===== src/rtl/axi_native_slave_pkg.sv =====
// Shared encodings for the AXI-to-native bridge: burst and response codes,
// FSM state encoding and a helper that flags unsupported burst types.
package axi_native_slave_pkg;

  localparam logic [1:0] BURST_FIXED = 2'd0;
  localparam logic [1:0] BURST_INCR  = 2'd1;
  localparam logic [1:0] BURST_WRAP  = 2'd2;

  localparam logic [1:0] RESP_OKAY   = 2'd0;
  localparam logic [1:0] RESP_SLVERR = 2'd2;

  typedef enum logic [2:0] {
    ST_IDLE,
    ST_WR_BEAT,
    ST_WR_MEM,
    ST_WR_RESP,
    ST_RD_MEM,
    ST_RD_BEAT
  } state_e;

  // WRAP is not supported by this endpoint and 2'b11 is reserved by AXI.
  function automatic logic burst_unsupported(input logic [1:0] burst);
    return (burst == BURST_WRAP) || (burst == 2'b11);
  endfunction

endpackage


===== src/rtl/axi_burst_addr.sv =====
// Next-beat address generator for AXI bursts. INCR steps by the beat size and
// wraps modulo 2^ADDR_W; FIXED (and any unsupported type) holds the address.
module axi_burst_addr
  import axi_native_slave_pkg::*;
#(
  parameter int ADDR_W = 32
) (
  input  logic [ADDR_W-1:0] addr,
  input  logic [2:0]        size,
  input  logic [1:0]        burst,
  output logic [ADDR_W-1:0] next_addr
);

  logic [ADDR_W-1:0] step;

  assign step = ADDR_W'(1) << size;

  // Select the stepped or held address depending on burst type.
  always_comb begin
    // NOTE: assigning a default first means every path drives next_addr, so
    // no latch is inferred when a new burst type is added later.
    next_addr = addr;
    if (burst == BURST_INCR) next_addr = addr + step;
  end

endmodule


===== src/rtl/axi_native_slave.sv =====
// AXI4 subordinate that accepts one burst at a time and replays each beat as a
// single native memory access (valid/address/wdata/wstrb -> ready/rdata).
// Unsupported bursts and oversize beats are answered with SLVERR without
// touching memory; the beat count, not wlast, decides how many W beats land.
module axi_native_slave
  import axi_native_slave_pkg::*;
#(
  parameter int ADDR_W = 32,
  parameter int DATA_W = 32,
  parameter int ID_W   = 1,
  parameter int LEN_W  = 8
) (
  input  logic                clk,
  input  logic                rst_n,
  // write address channel
  input  logic [ID_W-1:0]     s_axi_awid,
  input  logic [ADDR_W-1:0]   s_axi_awaddr,
  input  logic [LEN_W-1:0]    s_axi_awlen,
  input  logic [2:0]          s_axi_awsize,
  input  logic [1:0]          s_axi_awburst,
  input  logic                s_axi_awvalid,
  output logic                s_axi_awready,
  // write data channel
  input  logic [DATA_W-1:0]   s_axi_wdata,
  input  logic [DATA_W/8-1:0] s_axi_wstrb,
  input  logic                s_axi_wlast,
  input  logic                s_axi_wvalid,
  output logic                s_axi_wready,
  // write response channel
  output logic [ID_W-1:0]     s_axi_bid,
  output logic [1:0]          s_axi_bresp,
  output logic                s_axi_bvalid,
  input  logic                s_axi_bready,
  // read address channel
  input  logic [ID_W-1:0]     s_axi_arid,
  input  logic [ADDR_W-1:0]   s_axi_araddr,
  input  logic [LEN_W-1:0]    s_axi_arlen,
  input  logic [2:0]          s_axi_arsize,
  input  logic [1:0]          s_axi_arburst,
  input  logic                s_axi_arvalid,
  output logic                s_axi_arready,
  // read data channel
  output logic [ID_W-1:0]     s_axi_rid,
  output logic [DATA_W-1:0]   s_axi_rdata,
  output logic [1:0]          s_axi_rresp,
  output logic                s_axi_rlast,
  output logic                s_axi_rvalid,
  input  logic                s_axi_rready,
  // native memory side
  output logic                valid,
  output logic [ADDR_W-1:0]   address,
  output logic [DATA_W-1:0]   wdata,
  output logic [DATA_W/8-1:0] wstrb,
  input  logic [DATA_W-1:0]   rdata,
  input  logic                ready
);

  localparam int STRB_W   = DATA_W / 8;
  localparam int MAX_SIZE = $clog2(STRB_W);

  state_e            state;
  logic [ID_W-1:0]   id_q;
  logic [LEN_W-1:0]  count;
  logic [2:0]        size_q;
  logic [1:0]        burst_q;
  logic              err_q;
  logic              prio_w;    // 1: write wins the next AW/AR collision

  logic              grant_w;
  logic              last_beat;
  logic              wlast_bad;
  logic [ADDR_W-1:0] next_addr;

  logic [ID_W-1:0]   sel_id;
  logic [ADDR_W-1:0] sel_addr;
  logic [LEN_W-1:0]  sel_len;
  logic [2:0]        sel_size;
  logic [1:0]        sel_burst;
  logic              sel_err;

  // A lone request is always granted; on a collision the flag decides and
  // flips so that successive collisions alternate between the channels.
  assign grant_w       = s_axi_awvalid && (!s_axi_arvalid || prio_w);
  assign s_axi_awready = (state == ST_IDLE) && s_axi_awvalid && grant_w;
  assign s_axi_arready = (state == ST_IDLE) && s_axi_arvalid && !grant_w;

  assign last_beat = (count == '0);
  assign wlast_bad = (s_axi_wlast != last_beat);
  assign sel_err   = burst_unsupported(sel_burst) || (int'(sel_size) > MAX_SIZE);

  // Route the granted channel's request fields to the latch point.
  always_comb begin
    if (grant_w) begin
      sel_id    = s_axi_awid;
      sel_addr  = s_axi_awaddr;
      sel_len   = s_axi_awlen;
      sel_size  = s_axi_awsize;
      sel_burst = s_axi_awburst;
    end else begin
      sel_id    = s_axi_arid;
      sel_addr  = s_axi_araddr;
      sel_len   = s_axi_arlen;
      sel_size  = s_axi_arsize;
      sel_burst = s_axi_arburst;
    end
  end

  axi_burst_addr #(
    .ADDR_W (ADDR_W)
  ) u_burst_addr (
    .addr      (address),
    .size      (size_q),
    .burst     (burst_q),
    .next_addr (next_addr)
  );

  // Transaction FSM; every AXI response and native request output is a register.
  always_ff @(posedge clk or negedge rst_n) begin
    if (!rst_n) begin
      state        <= ST_IDLE;
      id_q         <= '0;
      count        <= '0;
      size_q       <= '0;
      burst_q      <= '0;
      err_q        <= 1'b0;
      prio_w       <= 1'b1;
      s_axi_wready <= 1'b0;
      s_axi_bid    <= '0;
      s_axi_bresp  <= '0;
      s_axi_bvalid <= 1'b0;
      s_axi_rid    <= '0;
      s_axi_rdata  <= '0;
      s_axi_rresp  <= '0;
      s_axi_rlast  <= 1'b0;
      s_axi_rvalid <= 1'b0;
      valid        <= 1'b0;
      address      <= '0;
      wdata        <= '0;
      wstrb        <= '0;
    end else begin
      // NOTE: non-blocking assignments here so every register samples the
      // pre-edge values of its peers, independent of statement order.
      case (state)
        ST_IDLE: begin
          if (s_axi_awready || s_axi_arready) begin
            id_q    <= sel_id;
            address <= sel_addr;
            count   <= sel_len;
            size_q  <= sel_size;
            burst_q <= sel_burst;
            err_q   <= sel_err;
            if (s_axi_awvalid && s_axi_arvalid) prio_w <= !grant_w;
            if (grant_w) begin
              s_axi_wready <= 1'b1;
              state        <= ST_WR_BEAT;
            end else begin
              valid <= !sel_err;
              wstrb <= '0;
              state <= ST_RD_MEM;
            end
          end
        end

        ST_WR_BEAT: begin
          if (s_axi_wvalid) begin
            wdata <= s_axi_wdata;
            wstrb <= s_axi_wstrb;
            if (err_q || wlast_bad) begin
              // Errored burst: swallow the beat without a memory access.
              err_q <= 1'b1;
              if (last_beat) begin
                s_axi_wready <= 1'b0;
                s_axi_bvalid <= 1'b1;
                s_axi_bid    <= id_q;
                s_axi_bresp  <= RESP_SLVERR;
                state        <= ST_WR_RESP;
              end else begin
                address <= next_addr;
                count   <= count - LEN_W'(1);
              end
            end else begin
              s_axi_wready <= 1'b0;
              valid        <= 1'b1;
              state        <= ST_WR_MEM;
            end
          end
        end

        ST_WR_MEM: begin
          if (ready) begin
            valid <= 1'b0;
            if (last_beat) begin
              s_axi_bvalid <= 1'b1;
              s_axi_bid    <= id_q;
              s_axi_bresp  <= err_q ? RESP_SLVERR : RESP_OKAY;
              state        <= ST_WR_RESP;
            end else begin
              address      <= next_addr;
              count        <= count - LEN_W'(1);
              s_axi_wready <= 1'b1;
              state        <= ST_WR_BEAT;
            end
          end
        end

        ST_WR_RESP: begin
          if (s_axi_bready) begin
            s_axi_bvalid <= 1'b0;
            state        <= ST_IDLE;
          end
        end

        ST_RD_MEM: begin
          // Errored reads complete at once with zero data.
          if (err_q || ready) begin
            valid        <= 1'b0;
            s_axi_rdata  <= err_q ? '0 : rdata;
            s_axi_rresp  <= err_q ? RESP_SLVERR : RESP_OKAY;
            s_axi_rid    <= id_q;
            s_axi_rlast  <= last_beat;
            s_axi_rvalid <= 1'b1;
            state        <= ST_RD_BEAT;
          end
        end

        ST_RD_BEAT: begin
          if (s_axi_rready) begin
            s_axi_rvalid <= 1'b0;
            s_axi_rlast  <= 1'b0;
            if (last_beat) begin
              state <= ST_IDLE;
            end else begin
              address <= next_addr;
              count   <= count - LEN_W'(1);
              valid   <= !err_q;
              state   <= ST_RD_MEM;
            end
          end
        end

        default: state <= ST_IDLE;
      endcase
    end
  end

endmodule


===== config.mk =====
export PLATFORM = sky130hd
export DESIGN_NAME = axi_native_slave
export DESIGN_NICKNAME = d
export VERILOG_FILES = /design/src/rtl/axi_native_slave_pkg.sv /design/src/rtl/axi_burst_addr.sv /design/src/rtl/axi_native_slave.sv
export SDC_FILE = /design/constraint.sdc
export NUM_CORES = 1
export LEC_CHECK = 0
export BUFFER_PORTS_ARGS = -buffer_cell sky130_fd_sc_hd__buf_2
export CORE_AREA = 2 2 126 128
export DETAILED_ROUTE_END_ITERATION = 10
export DIE_AREA = 0 0 128 130
export PLACE_DENSITY = 0.8
export SETUP_SLACK_MARGIN = 0.2
export SLEW_MARGIN = 20
export SYNTH_ARGS = -nofsm -noshare
export SYNTH_HDL_FRONTEND = slang
export SYNTH_HIERARCHICAL = 1
export SYNTH_SLANG_ARGS = --single-unit

===== constraint.sdc =====
create_clock -name clk -period 2.99 [get_ports clk]
set_input_delay 0.299 -clock clk [delete_from_list [all_inputs] [get_ports clk]]
set_output_delay 0.299 -clock clk [all_outputs]
set_load 0.005 [all_outputs]

==> impl_metrics.ini <==
[status]
status = finished clean

[worst_setup_path]
cp_num_buf_inv = 1
cp_slowest_cell = dfrtp_2
rr_worst_depth = 11
cpPeakStageDelay_ns = 0.45
rr_startpoint = size_q[1]$_DFFE_PN0P_
crit_chain = and3b_1, ha_1, nand3_1, nand2_1, o2111ai_2, buf_6, a2111oi_2, xor2_1, nand2_1, o21ai_0, mux2_2
startpoint = size_q[1]$_DFFE_PN0P_
cpMostUsedCell = nand2_1
regToRegEndpoint = address[31]$_DFFE_PN0P_
path_class = reg -> reg
required_ns = 3.29
end_kind = flip-flop
startpoint_type = flip-flop
crit_end = address[31]$_DFFE_PN0P_
cp_data_arrival_time_ns = 2.99
critical-path-top-delay-family = compound AO/OA/AOI/OAI gates
crit_fanout = 12
ff2ff_setup_slack_ns = 0.30
cp.depth = 11

[finish]
fillCellCount = 1261
post-route-cell-area_um2 = 9983
fin_cells = 1265
ff_latch_area_um2 = 3208
antenna-diode-count = 0
area_delta_synth_final_pct = 32.23
nets = 1240
drive_gt1_frac = 0.4175
final_core_util = 0.6472
multi_input_area_um2 = 4154
mostFrequentLayoutCells = buf_2 (278), dfrtp_1 (124), nand2_1 (110)
final_common_cell = buf_2

[clock_tree]
htreeDepth = 4
clockBufferDepth = 2
cts-root-buf = clkbuf_16
clkLatencyLatePin_ns = 0.42
numCtsBuffers = 17
cts_tree = yes
clock_sinks = 128
clk_pin_slew_worst_paths_ns = 0.07

[routing]
detail-route-antenna-nets = 0
wl_um = 20470
via_per_inst = 5.346
drt_iter0_markers = 336
vias = 6763
drcViolationCount = 0
dr.pass1.iters = 5
wire_per_inst_um = 16.18

[sta]
fin_skew_ns = 0.01064
fmax_mhz = 372.2
finalSetupViolations = 0
tightest_slew_ns = 0.9517
rsz0062_at_grt = yes
whs_ns = 0.1017
final_max_slew_viol_count = 0
setup_slack_ns = 0.3036
setup_tns_ns = 0
hold_viol = 0
relSlewSlack = 0.3612
post-route-min-period_ns = 2.686
fin_crit_sh = 0.8985

[pwr]
p_per_area_nw_per_um2 = 1064
ir_drop_v = 0.0005885
leakage_nw = 4.847
p_total_mw = 10.63

[logic_synthesis]
syn_area_um2 = 7550
ys_seq_elements = 128
synth_top_area_cell = dfrtp_1
yosysSeqAreaShare = 0.4244
avgSynthCellArea_um2 = 9.679
synth_area_leaders = dfrtp_1 (42%), mux2_2 (10%), mux2i_1 (6.1%)
ys_types = 67
synth-edff-count = 0
synth_cells = 780
synth_top_area_frac = 0.4209
synthArstFlopShare = 1.000
ys.flop_type = dfrtp_1
ys_warn_count = 6

[hold_path]
hold_start = s_axi_wdata[2]
hold_class = in -> reg

[floorplanning]
std_cell_rows = 46
die_h_um = 130
core_area_um2 = 15420
die_area_um2 = 16640
initial_core_util = 0.4895
die_width_um = 128
io_pins = 282

[placed_design]
portBuffers = 279
placed_cell_area_um2 = 9245
place_ws_ns = 0.07059
dpl.hpwl_um = 15310
place.gp.congestion = 0.9126
dp_cells = 1230

[job]
maxCapViolCount = 0

[grt]
grt_max_degree = 76
grt_pass1_wl_um = 31490
grt_overflow = 0
grt_pass1_vias = 6515
track_usage = 0.2396
antenna_found_initial = 0
worst min-delay path by stage:
stage                                        end  slack (ns)  cells after the start
final                       wdata[2]$_DFFE_PN0P_        0.10                      2
after global routing       wdata[17]$_DFFE_PN0P_        0.09                      2
after CTS                   wdata[2]$_DFFE_PN0P_        0.09                      2
after detailed placement  address[6]$_DFFE_PN0P_        0.32                      1
after global placement    address[6]$_DFFE_PN0P_        0.32                      1
after floorplan           address[0]$_DFFE_PN0P_       0.003                      0
final cells by class:
class	count	area share
Clock inverter	15	0.01880
Sequential cell	128	0.3213
Inverter	23	0.008648
Clock buffer	17	0.04261
Timing Repair Buffer	307	0.1684
Tap cell	192	0.02406
Multi-Input combinational cell	583	0.4161
timing repair:
item / 4_1_cts / 5_1_grt
buffers inserted: 1 / 1
hold endpoints to repair: 58 / 0
hold buffers: 1 / 0
resized for setup: 4 / 17
pin swaps: 1 / 3
endpoints found under the setup margin: 10 / 21
where the power goes:
group	total, mW	leakage [nW]	switching [mW]	internal [mW]
clock network	2.11	0.299	0.911	1.20
registers	3.34	1.59	0.745	2.59
logic	5.18	2.96	2.60	2.57
total	10.6	4.85	4.26	6.36
synthesized netlist by cell type (all sizes together), types with 15 or more instances:
cell type and count:
a21oi 23, buf 20, clkbuf 27, dfrtp 127
inv 23, mux2 72, mux2i 46, nand2 112
nand2b 36, nand3 19, nor2 30, nor3 20
o21ai 90, xnor2 17, xor2 15
metal layers:
metal / part of all wire / vias to the layer above / routed length [µm] / global-route usage
met5: 0 / - / 0 / 0
met4: 0.017 / 0 / 350 / 0.08339
met3: 0.076 / 26 / 1548 / 0.06601
met2: 0.50 / 241 / 10210 / 0.4171
met1: 0.41 / 3194 / 8363 / 0.2879
li1: - / 3302 / - / -
flip-flops by register name (all words and copies together), names as in the netlist:
register / flops
size_q: 3
s_axi_rlast: 1
s_axi_rvalid: 1
prio_w: 1
s_axi_bvalid: 1
wstrb: 4
state: 3
id_q: 1
err_q: 1
s_axi_bid: 1
address: 32
count: 8
s_axi_rid: 1
burst_q: 2
s_axi_bresp: 1
valid: 1
wdata: 32
s_axi_rresp: 1
s_axi_rdata: 32
s_axi_wready: 1
kinds of logic (layout without fill, tap and decap cells):
kind of cell,after synthesis,after routing,synth area share
buffers and inverters,70,362,0.04110
other,1,2,0.0004967
flip-flops,128,128,0.4244
adder cells (fa/ha/maj),11,11,0.01922
XOR/XNOR,32,32,0.03712
AO/OA/AOI/OAI,164,164,0.1376
AND/OR/NAND/NOR,256,256,0.1702
multiplexers,118,118,0.1699
(Power assumes the default switching activity.)
